### src/rtl/pi_txn_queue.sv
// pi_txn_queue
//   Posted-transaction queue between the Pi GPIO register port and the 68K
//   bus-cycle engine. Pi register writes are assembled into bus operations,
//   buffered in a FIFO, and issued in order over a valid/ack/done handshake.
//
// Ports
//   PI_CLK, RESET_n      clock (posedge) and asynchronous active-low reset
//   PI_A, PI_WR, PI_RD   Pi register select and asynchronous strobes
//   PI_D_IN              Pi write data
//   op_valid, op_addr, op_data, op_rw, op_uds_n, op_lds_n
//                        head operation presented to the bus-cycle engine
//   op_ack, op_done      engine handshake pulses; op_rdata valid with op_done
//   rd_data              last completed read data
//   txn_busy             queue non-empty
//   q_status             {full, overflow, rd_valid, 9'b0, count[3:0]}
module pi_txn_queue #(
    parameter int DEPTH = 4,
    parameter int CW    = 3
) (
    input  logic        PI_CLK,
    input  logic        RESET_n,
    input  logic [1:0]  PI_A,
    input  logic        PI_WR,
    input  logic        PI_RD,
    input  logic [15:0] PI_D_IN,
    output logic        op_valid,
    output logic [23:0] op_addr,
    output logic [15:0] op_data,
    output logic        op_rw,
    output logic        op_uds_n,
    output logic        op_lds_n,
    input  logic        op_ack,
    input  logic        op_done,
    input  logic [15:0] op_rdata,
    output logic [15:0] rd_data,
    output logic        txn_busy,
    output logic [15:0] q_status
);

    localparam int PW = $clog2(DEPTH);

    typedef enum logic [1:0] {
        S_IDLE,
        S_ISSUE,
        S_WAIT
    } state_t;

    state_t state, state_next;

    logic [1:0]    wr_sync, rd_sync;
    logic          wr_rise, rd_rise;
    logic [15:0]   data_hold, addr_lo_hold;
    logic          overflow, rd_valid;
    logic [PW-1:0] wr_ptr, rd_ptr;
    logic [CW-1:0] count, count_next;
    logic [3:0]    count4;

    logic [23:0]   mem_addr [DEPTH];
    logic [15:0]   mem_data [DEPTH];
    logic          mem_rw   [DEPTH];
    logic          mem_uds  [DEPTH];
    logic          mem_lds  [DEPTH];

    logic          push_req, push_ok, pop, issue_ack, full;
    logic          new_byte, new_a0;
    logic [23:0]   new_addr;
    logic          new_uds, new_lds;

    // Two-flop synchronisers on the asynchronous Pi strobes
    always_ff @(posedge PI_CLK or negedge RESET_n) begin
        if (!RESET_n) begin
            wr_sync <= '0;
            rd_sync <= '0;
        end else begin
            wr_sync <= {wr_sync[0], PI_WR};
            rd_sync <= {rd_sync[0], PI_RD};
        end
    end

    assign wr_rise = wr_sync[0] & ~wr_sync[1];
    assign rd_rise = rd_sync[0] & ~rd_sync[1];

    assign full      = (count == CW'(DEPTH));
    assign push_req  = wr_rise && (PI_A == 2'd2);
    assign issue_ack = op_ack && (state == S_ISSUE);
    assign pop       = op_done && (state == S_WAIT);
    // A pop in the same cycle frees the slot the push needs, so a full queue
    // still accepts the entry when the head retires on that edge.
    assign push_ok   = push_req && (!full || pop);

    // Lane decode for the entry being pushed
    assign new_byte = PI_D_IN[8];
    assign new_a0   = addr_lo_hold[0];
    assign new_addr = {PI_D_IN[7:0], addr_lo_hold[15:1], new_byte ? new_a0 : 1'b0};
    assign new_uds  = new_byte ? new_a0  : 1'b0;
    assign new_lds  = new_byte ? ~new_a0 : 1'b0;

    always_comb begin
        count_next = count;
        if (push_ok && !pop)
            count_next = count + CW'(1);
        else if (pop && !push_ok)
            count_next = count - CW'(1);
    end

    always_comb begin
        state_next = state;
        unique case (state)
            S_IDLE:  if (count_next != '0) state_next = S_ISSUE;
            S_ISSUE: if (issue_ack)        state_next = S_WAIT;
            S_WAIT:  if (pop)              state_next = (count_next != '0) ? S_ISSUE : S_IDLE;
            default:                       state_next = S_IDLE;
        endcase
    end

    always_ff @(posedge PI_CLK or negedge RESET_n) begin
        if (!RESET_n) begin
            state        <= S_IDLE;
            count        <= '0;
            wr_ptr       <= '0;
            rd_ptr       <= '0;
            overflow     <= 1'b0;
            rd_valid     <= 1'b0;
            data_hold    <= '0;
            addr_lo_hold <= '0;
            rd_data      <= '0;
        end else begin
            state <= state_next;
            count <= count_next;
            if (push_ok)
                wr_ptr <= wr_ptr + PW'(1);
            if (pop)
                rd_ptr <= rd_ptr + PW'(1);

            if (wr_rise) begin
                unique case (PI_A)
                    2'd0: data_hold    <= PI_D_IN;
                    2'd1: addr_lo_hold <= PI_D_IN;
                    2'd2: if (!push_ok) overflow <= 1'b1;
                    2'd3: if (PI_D_IN[14]) overflow <= 1'b0;
                    default: ;
                endcase
            end

            // Set from a completing read takes priority over the Pi clear
            if (pop && mem_rw[rd_ptr]) begin
                rd_data  <= op_rdata;
                rd_valid <= 1'b1;
            end else if (rd_rise && (PI_A == 2'd0)) begin
                rd_valid <= 1'b0;
            end
        end
    end

    always_ff @(posedge PI_CLK) begin
        if (push_ok) begin
            mem_addr[wr_ptr] <= new_addr;
            mem_data[wr_ptr] <= data_hold;
            mem_rw[wr_ptr]   <= PI_D_IN[9];
            mem_uds[wr_ptr]  <= new_uds;
            mem_lds[wr_ptr]  <= new_lds;
        end
    end

    generate
        if (CW >= 4) begin : g_cnt_trunc
            assign count4 = count[3:0];
        end else begin : g_cnt_ext
            assign count4 = {{(4 - CW){1'b0}}, count};
        end
    endgenerate

    assign op_valid = (state == S_ISSUE);
    assign op_addr  = mem_addr[rd_ptr];
    assign op_data  = mem_data[rd_ptr];
    assign op_rw    = mem_rw[rd_ptr];
    assign op_uds_n = mem_uds[rd_ptr];
    assign op_lds_n = mem_lds[rd_ptr];
    assign txn_busy = (count != '0);
    assign q_status = {full, overflow, rd_valid, 9'b0, count4};

endmodule

### config.mk
export PLATFORM = sky130hd
export DESIGN_NAME = pi_txn_queue
export DESIGN_NICKNAME = d
export VERILOG_FILES = /design/src/rtl/pi_txn_queue.sv
export SDC_FILE = /design/constraint.sdc
export NUM_CORES = 1
export LEC_CHECK = 0
export CORE_MARGIN = 2
export CORE_UTILIZATION = 55
export DETAILED_ROUTE_END_ITERATION = 7
export GPL_TIMING_DRIVEN = 0
export PLACE_DENSITY_LB_ADDON = 0.15
export SETUP_SLACK_MARGIN = 0.15
export SYNTH_ARGS = -nofsm -noshare
export SYNTH_HDL_FRONTEND = slang
export SYNTH_SLANG_ARGS = --single-unit
### constraint.sdc
create_clock -name PI_CLK -period 3.3 [get_ports PI_CLK]
set_clock_uncertainty 0.1 [all_clocks]
set_input_delay 0.33 -clock PI_CLK [delete_from_list [all_inputs] [get_ports PI_CLK]]
set_output_delay 0.33 -clock PI_CLK [all_outputs]
set_load 0.005 [all_outputs]
==> flow_summary_export.csv, run 1 <==
group,metric,value,unit
worst_hold_path,hp-class,"in2reg",
final_layout,multiInputGateArea,1980,um^2
final_layout,nFillCells,1049,
detailed_routing,drt_wl_total,15900,um
clock_tree,clock_path_buffers,3,
sta,fin_crit_sh,0.889,
floorplan,die_w,130,um
floorplan,floorplan.die_area,17000,um^2
pwr,p_int,6.49,mW
global_route,grt_pass1_wl,24700,um
final_layout,fin_area,11000,um^2
sta,fin_setup_tns,0,ps
clock_tree,cts_setup_buffers,0,
placement,dpl.cell_count,751,
clock_tree,cts_tree,"yes",
detailed_routing,avgRoutedWirePerCell,20.0,um
setup_path,crit_end,"op_addr[0]",
setup_path,cp_data_required_time,2870,ps
detailed_routing,postRouteAntennaNets,0,
synthesis,synth.yosys.seq_area_share,0.753,
floorplan,start_util,0.557,
clock_tree,clk_latency,500,ps
clock_tree,clk_pin_slew_worst_paths,60,ps
sta,fmax,0.341,GHz
final_layout,nets,608,
global_route,overflow,0,
final_layout,area_growth,25.1,%
synthesis,yosysUniqueCellTypes,39,
clock_tree,cts_sinks,231,
final_layout,antenna_cells,0,
setup_path,regToRegEndpoint,"mem_addr[2][6]$_DFFE_PP_",
run,maxCapViolCount,0,
pwr,power_frac_comb,0.277,
sta,tightest_slew,868,ps
setup_path,cp-start-kind,"flop",
final_layout,regArea,6620,um^2
setup_path,timing.rr.start,"count[0]$_DFF_PN0_",
floorplan,chipHeight,130,um
detailed_routing,vias,4251,
pwr,pwr-share-clk,0.290,
pwr,power.switching,2.16,mW
setup_path,r2r_slack,580,ps
sta,setup_viol,0,
status,status,"finished clean",
setup_path,r2r_cells,7,
placement,globalplace.congestion,0.745,
global_route,grt_pass1_vias,4474,
floorplan,io_pins,117,
floorplan,rows,46,
detailed_routing,drc,0,
pwr,netSwitchingFraction,0.249,
detailed_routing,drtIter0Drc,230,
sta,final-hold-violation-count,0,
setup_path,critPathMaxFanout,10,
global_route,antenna_found_initial,0,
final_layout,fin_util,0.697,
placement,port_buffers,106,
detailed_routing,drt-pass1-iter-count,4,
pwr,leakage,3.97,nW
setup_path,crit_start,"rd_ptr[0]$_DFFE_PN0N_",
synthesis,synth_cells,416,
synthesis,synth.ff_latch_count,231,
synthesis,syn_area,8790,um^2
sta,slew_viol_final,0,
pwr,seq_power_share,0.433,
placement,dp_hpwl,10000,um
detailed_routing,vias_per_cell,5.36,
sta,relSlewSlack,0.422,
final_layout,drive_gt1_frac,0.277,
global_route,grt_max_degree,64,
worst_hold_path,holdPathStages,1,
pwr,p_per_area,787,nW/um^2
placement,dpl-instance-area,10200,um^2
sta,rsz0062_at_grt,"false",
setup_path,critPathKind,"reg2out",
setup_path,crit_path_end_kind,"primary output",
pwr,max-vdd-ir-drop,0.418,mV
clock_tree,cts_buffers,23,
clock_tree,clockRootBuffer,"clkbuf_16",
floorplan,coreArea,15800,um^2
sta,layout_min_cycle_time,2930,ps
final_layout,stdcell_count,793,
setup_path,cp_data_arrival_time,2500,ps
synthesis,syn_avg_cell_area,21.1,um^2
synthesis,yosys_warnings,0,
global_route,grtUsageTotal,0.197,
clock_tree,h-tree-depth,1,
## through the flow
stage	worst slack (ps)	total power, mW	hold slack (ps)
2_1_floorplan	406	5.00	-65.6
3_3_place_gp	-655	6.17	261
3_5_place_dp	482	6.24	276
4_1_cts	196	8.76	155
5_1_grt	239	9.09	176
6_report	366	8.65	170
## what timing repair did
item | 4_1_cts | 5_1_grt
setup endpoints to repair | 17 | 1
endpoints found under the hold margin | 63 | 0
gates cloned | 0 | 0
hold buffers | 1 | 0
resized for setup | 3 | 2
## final cells by class
cell class              instances  area share
multi-input cells             157       0.180
clock inverters                 9     0.00705
plain buffers                  30      0.0184
inverters                       7     0.00239
clock buffers                  32      0.0609
well taps                     216      0.0246
repair buffers                111       0.104
flip-flops and latches        231       0.602
## kinds of logic after synthesis
logic type | after synthesis | synth area share
AND/OR/NAND/NOR | 33 | 0.0269
buffers and inverters | 37 | 0.0255
flip-flops | 231 | 0.753
XOR/XNOR | 4 | 0.00399
multiplexers | 90 | 0.169
AO/OA/AOI/OAI | 13 | 0.0108
other | 1 | 0.000427
adder cells (fa/ha/maj) | 7 | 0.00996
## state kept, by name (all words and copies together) (netlist names)
signal / count
count: 3
mem_addr: 96
mem_rw: 4
mem_lds: 4
data_hold: 16
overflow: 1
rd_ptr: 2
rd_valid: 1
rd_data: 16
state: 2
addr_lo_hold: 16
rd_sync: 2
wr_ptr: 2
mem_data: 64
wr_sync: 2
## cells in the final DEF (no fill, tap or decap), types with 3 or more instances in the layout
cell type        instances
inv_1                    7
o21ai_0                  4
clkinv_1                 3
buf_6                    3
edfxtp_1               168
clkbuf_8                 6
clkdlybuf4s50_1        105
buf_12                   4
buf_2                    8
mux2_2                  39
nand2_1                  5
clkbuf_1                 4
nor2_1                   5
clkbuf_2                 4
buf_4                   15
mux2_1                   9
xnor2_1                  3
dfrtp_1                 63
clkbuf_16               23
conb_1                  10
clkinv_2                 4
mux4_2                  42
a21oi_1                  3
ha_1                     7
and2_2                   4
## power by group through the flow
stage	clock (mW)	sequential (mW)	combinational, mW
final	2.51	3.75	2.40
after global routing	2.67	3.79	2.62
after CTS	2.55	3.75	2.46
after detailed placement	0	3.80	2.44
after global placement	0	3.78	2.40
after floorplan	0	3.76	1.24
## cell usage after synthesis (all sizes together)
master   number  area (um^2)
nor4          1         6.26
clkbuf        5         18.8
conb          1         3.75
nor2          6         25.0
o31ai         1         7.51
o32ai         1         8.76
inv           7         26.3
o41ai         1         8.76
and4b         1         10.0
xor2          1         8.76
nor3          1         5.00
xnor2         3         26.3
dfrtp        63         1580
a32o          2         20.0
and2          7         46.3
mux4         42          946
mux2         48          541
edfxtp      168         5040
nand2b        2         12.5
nor2b         1         6.26
nand2         6         30.0
nor4b         2         32.5
buf          25          179
nor4bb        1         10.0
and3b         1         8.76
nand4bb       1         27.5
a21oi         3         15.0
o21ai         4         20.0
ha            7         87.6
and3          1         6.26
a221oi        1         15.0
nand3         2         10.0
## how the worst min path moves through the flow
stage	from	to	slack [ps]
detailed placement	rd_sync[0]$_DFF_PN0_	rd_sync[1]$_DFF_PN0_	280
global route	PI_WR	wr_sync[0]$_DFF_PN0_	180
CTS	PI_RD	rd_sync[0]$_DFF_PN0_	160
floorplan	RESET_n	addr_lo_hold[0]$_DFFE_PN0P_	-70
global placement	rd_sync[0]$_DFF_PN0_	rd_sync[1]$_DFF_PN0_	260
finish	PI_RD	rd_sync[0]$_DFF_PN0_	170
## layer usage
layer,global-route usage,share of wire
met2,0.330,0.51
met4,0.0538,0.017
met1,0.268,0.43
met5,0,0
met3,0.0411,0.050
## worst max-delay path, stage by stage (launching register included)
cell,delay (ps)
dfrtp_1,350
buf_6,150
buf_2,370
mux4_2,560
buf_4,140
clkdlybuf4s50_1,430
Note: power is estimated with default switching activity, not from simulation.
==> run 2, diff against run 1 <==
- CORE_UTILIZATION: 55 -> 50
==> flow_summary_export.csv, run 2 (synthesis results as in run 1) <==
group,metric,value,unit
status,status,"finished clean",
worst_hold_path,hp-class,"in2reg",
global_route,grt_pass1_vias,4644,
sta,slew_viol_final,0,
detailed_routing,drc,0,
detailed_routing,drt-pass1-iter-count,4,
final_layout,largestRegisters,"mem_addr: 96 flops, mem_data: 64 flops",
pwr,max-vdd-ir-drop,0.476,mV
pwr,p_per_area,794,nW/um^2
pwr,netSwitchingFraction,0.249,
clock_tree,clk_pin_slew_worst_paths,60,ps
detailed_routing,vias,4243,
placement,dp_hpwl,10400,um
final_layout,nFillCells,1186,
sta,fmax,0.340,GHz
pwr,pwr-share-clk,0.293,
setup_path,critPathKind,"reg2out",
pwr,p_int,6.57,mW
final_layout,area_growth,25.3,%
pwr,leakage,3.96,nW
setup_path,cp_data_arrival_time,2510,ps
final_layout,drive_gt1_frac,0.272,
pwr,power.switching,2.18,mW
clock_tree,clock_path_buffers,3,
placement,globalplace.congestion,0.740,
floorplan,floorplan.die_area,18700,um^2
setup_path,cp-start-kind,"flop",
sta,rsz0062_at_grt,"false",
placement,port_buffers,106,
clock_tree,cts_buffers,23,
sta,setup_viol,0,
final_layout,nets,608,
clock_tree,h-tree-depth,1,
setup_path,crit_start,"rd_ptr[0]$_DFFE_PN0N_",
floorplan,chipHeight,137,um
floorplan,io_pins,117,
detailed_routing,drt_wl_total,16600,um
setup_path,r2r_cells,7,
detailed_routing,avgRoutedWirePerCell,20.7,um
floorplan,start_util,0.510,
clock_tree,cts_tree,"yes",
setup_path,timing.rr.start,"count[0]$_DFF_PN0_",
setup_path,crit_end,"op_addr[0]",
floorplan,rows,48,
setup_path,regToRegEndpoint,"mem_data[0][2]$_DFFE_PP_",
clock_tree,clockRootBuffer,"clkbuf_16",
sta,fin_crit_sh,0.890,
sta,hold_slack,181,ps
global_route,overflow,0,
final_layout,final_cell_mix,"edfxtp_1 (168), clkdlybuf4s50_1 (105), dfrtp_1 (63), mux4_2 (42), mux2_2 (39)",
sta,layout_min_cycle_time,2940,ps
final_layout,regMostFlops,"mem_addr",
sta,final-hold-violation-count,0,
run,maxCapViolCount,0,
sta,tightest_slew,880,ps
global_route,grt_max_degree,64,
setup_path,crit_path_end_kind,"primary output",
clock_tree,clk_latency,490,ps
clock_tree,cts_setup_buffers,0,
clock_tree,cts_sinks,231,
pwr,power,8.74,mW
floorplan,coreArea,17200,um^2
global_route,antenna_found_initial,0,
detailed_routing,vias_per_cell,5.29,
global_route,grtUsageTotal,0.184,
final_layout,mostFrequentLayoutCell,"edfxtp_1",
pwr,power_frac_comb,0.278,
setup_path,critPathMaxFanout,10,
floorplan,die_w,137,um
global_route,grt_pass1_wl,25600,um
pwr,seq_power_share,0.429,
setup_path,cp_data_required_time,2870,ps
setup_path,r2r_slack,400,ps
sta,relSlewSlack,0.413,
final_layout,largest_reg_flops,96,
detailed_routing,postRouteAntennaNets,0,
final_layout,antenna_cells,0,
detailed_routing,drtIter0Drc,268,
-- run 2: cell types whose count changed in the layout (fill, tap and decap cells not counted), sizes merged --
cell / previous run / this run
clkinv: 8 / 5
bufinv: 1 / 3
clkinvlp: 0 / 1
-- run 2: worst min path at each step --
stage	from	end	slack, ps	depth (start not counted)
2_1_floorplan	RESET_n	addr_lo_hold[0]$_DFFE_PN0P_	-70	0
3_3_place_gp	rd_sync[0]$_DFF_PN0_	rd_sync[1]$_DFF_PN0_	260	0
3_5_place_dp	rd_sync[0]$_DFF_PN0_	rd_sync[1]$_DFF_PN0_	260	0
4_1_cts	PI_WR	wr_sync[0]$_DFF_PN0_	160	1
5_1_grt	PI_WR	wr_sync[0]$_DFF_PN0_	180	1
6_report	PI_RD	rd_sync[0]$_DFF_PN0_	180	1
-- run 2: critical path: stages, from the launching register on --
cell             delay [ps]
dfrtp_1                 330
buf_6                   140
buf_2                   370
mux4_2                  590
buf_4                   150
clkdlybuf4s50_1         430
-- run 2: what timing repair did --
action,CTS,global route
pin swaps,0,0
hold buffers,1,0
resized for setup,3,2
hold endpoints to repair,63,0
setup endpoints to repair,12,10
-- run 2: power groups by stage --
stage               Combinational [mW]  Sequential, mW  Clock, mW
floorplan                         1.24            3.76          0
global route                      2.63            3.79       2.73
detailed placement                2.47            3.80          0
finish                            2.43            3.75       2.56
CTS                               2.49            3.75       2.63
global placement                  2.42            3.77          0
-- run 2: layout make-up --
type | instances | area, um^2 | share of cell area
inverters | 7 | 26.3 | 0.00239
flip-flops and latches | 231 | 6620 | 0.601
repair buffers | 111 | 1150 | 0.104
clock buffers | 32 | 629 | 0.0571
plain buffers | 30 | 203 | 0.0184
clock inverters | 9 | 120 | 0.0109
well taps | 225 | 282 | 0.0256
multi-input cells | 157 | 1980 | 0.180
-- run 2: routing by layer --
layer	vias to the layer above	global-route usage	part of all wire
li1	1908	-	-
met1	2196	0.244	0.42
met2	122	0.311	0.51
met3	17	0.0426	0.060
met4	0	0.0446	0.012
met5	-	0	0
-- run 2: metrics by stage --
| step | util | TNS, ps | setup WS, ps | cells | cell area, um^2 |
|---|---|---|---|---|---|
| after global routing | 0.639 | 0 | 162 | 802 | 11000 |
| after floorplan | - | 0 | 406 | 425 | 8820 |
| after detailed placement | 0.595 | 0 | 310 | 760 | 10200 |
| after global placement | 0.590 | -149510 | -657 | 756 | 10200 |
| after CTS | 0.639 | 0 | 150 | 802 | 11000 |
| final | 0.639 | 0 | 363 | 802 | 11000 |
==> run 3, diff against run 2 <==
- RECOVER_POWER: not set -> 50
- SKIP_CTS_REPAIR_TIMING: not set -> 1
==> flow_summary_export.csv, run 3 (synthesis results as in run 1) <==
group,metric,value,unit
pwr,pwr-share-clk,0.295,
sta,fmax,0.340,GHz
final_layout,regMostFlops,"mem_addr",
sta,layout_min_cycle_time,2940,ps
sta,setup_viol,0,
final_layout,multiInputGateArea,1950,um^2
sta,setup_slack,357,ps
global_route,antenna_found_initial,0,
final_layout,drive_gt1_frac,0.265,
final_layout,mostFrequentLayoutCell,"edfxtp_1",
final_layout,antenna_cells,0,
floorplan,floorplan.die_area,18700,um^2
pwr,power.switching,2.17,mW
detailed_routing,drc,0,
pwr,leakage,3.95,nW
floorplan,die_w,137,um
sta,fin_setup_tns,0,ps
status,violations,"max-capacitance violations, max-slew violations",
final_layout,nets,608,
pwr,p_int,6.53,mW
setup_path,crit_path_end_kind,"flop",
setup_path,cp_data_required_time,3380,ps
detailed_routing,postRouteAntennaNets,0,
status,status,"finished with violations",
global_route,grtUsageTotal,0.184,
sta,tightest_slew,1720,ps
clock_tree,clock_path_buffers,3,
final_layout,final_cell_mix,"edfxtp_1 (168), clkdlybuf4s50_1 (82), dfrtp_1 (63), mux4_2 (42), mux2_2 (39)",
pwr,netSwitchingFraction,0.249,
global_route,overflow,0,
floorplan,chipHeight,137,um
pwr,power,8.70,mW
detailed_routing,drtIter0Drc,282,
pwr,max-vdd-ir-drop,0.463,mV
sta,relSlewSlack,-0.144,
global_route,grt_pass1_vias,4632,
setup_path,critPathKind,"reg2reg",
final_layout,area_growth,24.9,%
placement,dp_hpwl,10400,um
run,maxCapViolCount,1,
pwr,power_frac_comb,0.275,
detailed_routing,vias_per_cell,5.29,
detailed_routing,vias,4242,
final_layout,fin_area,11000,um^2
final_layout,largestRegisters,"mem_addr: 96 flops, mem_data: 64 flops",
pwr,p_per_area,793,nW/um^2
clock_tree,clk_latency,490,ps
clock_tree,cts_sinks,231,
global_route,grt_pass1_wl,25500,um
placement,globalplace.congestion,0.740,
final_layout,largest_reg_flops,96,
sta,hold_slack,276,ps
placement,dpl-instance-area,10200,um^2
detailed_routing,drt_wl_total,16600,um
global_route,grt_max_degree,64,
setup_path,critPathMaxFanout,22,
floorplan,rows,48,
sta,fin_crit_sh,0.892,
final_layout,regArea,6620,um^2
floorplan,io_pins,117,
floorplan,start_util,0.510,
worst_hold_path,hp-class,"reg2reg",
clock_tree,h-tree-depth,1,
detailed_routing,drt-pass1-iter-count,4,
clock_tree,clk_pin_slew_worst_paths,60,ps
placement,port_buffers,106,
clock_tree,clockRootBuffer,"clkbuf_16",
final_layout,nFillCells,1194,
floorplan,coreArea,17200,um^2
sta,final-hold-violation-count,0,
detailed_routing,avgRoutedWirePerCell,20.7,um
placement,pre_cts_ws,310,ps
sta,rsz0062_at_grt,"false",
clock_tree,cts_tree,"yes",
setup_path,cp_data_arrival_time,3030,ps
pwr,seq_power_share,0.430,
clock_tree,cts_buffers,23,
sta,slew_viol_final,64,
setup_path,cp-start-kind,"flop",
-- run 3: power groups by stage --
stage	clock network [mW]	registers (mW)	logic (mW)
global route	2.73	3.79	2.59
detailed placement	0	3.80	2.47
global placement	0	3.77	2.42
CTS	2.63	3.75	2.49
floorplan	0	3.76	1.24
finish	2.56	3.75	2.39
-- run 3: metrics by stage --
stage	cells	utilization
detailed placement	760	0.595
global placement	756	0.590
floorplan	425	-
global route	802	0.637
CTS	801	0.638
finish	802	0.637
-- run 3: cell type report --
| class | instances | area share |
|---|---|---|
| clock buffer | 32 | 0.0573 |
| multi-input combinational | 157 | 0.178 |
| timing repair buffer | 111 | 0.104 |
| sequential | 231 | 0.603 |
| buffer | 30 | 0.0182 |
| clock inverter | 9 | 0.0109 |
| inverter | 7 | 0.00239 |
| tap | 225 | 0.0256 |
-- run 3: metal layers --
| layer | track usage | share of wire | up-vias | wire length [um] |
|---|---|---|---|---|
| li1 | - | - | 1908 | - |
| met1 | 0.244 | 0.42 | 2189 | 6910 |
| met2 | 0.311 | 0.51 | 128 | 8480 |
| met3 | 0.0426 | 0.060 | 17 | 993 |
| met4 | 0.0446 | 0.012 | 0 | 199 |
| met5 | 0 | 0 | - | 0 |
-- run 3: path summary, 6_finish.rpt --
path	start	slack [ps]	endpoint	cells after the start
max	count[0]$_DFF_PN0_	360	mem_data[0][2]$_DFFE_PP_	7
min	rd_sync[0]$_DFF_PN0_	280	rd_sync[1]$_DFF_PN0_	0
min in group asynchronous	RESET_n	740	rd_data[13]$_DFFE_PN0P_	2
min reg2reg	rd_sync[0]$_DFF_PN0_	280	rd_sync[1]$_DFF_PN0_	0
max in group asynchronous	RESET_n	1350	data_hold[2]$_DFFE_PN0P_	2
max reg2reg	count[0]$_DFF_PN0_	360	mem_data[0][2]$_DFFE_PP_	7
-- run 3: worst max-delay path: stages, from the launching register on --
cell	delay [ps]
dfrtp_1	460
inv_1	120
ha_1	250
and2_1	160
clkbuf_1	160
a21oi_1	420
and2_2	680
buf_12	270
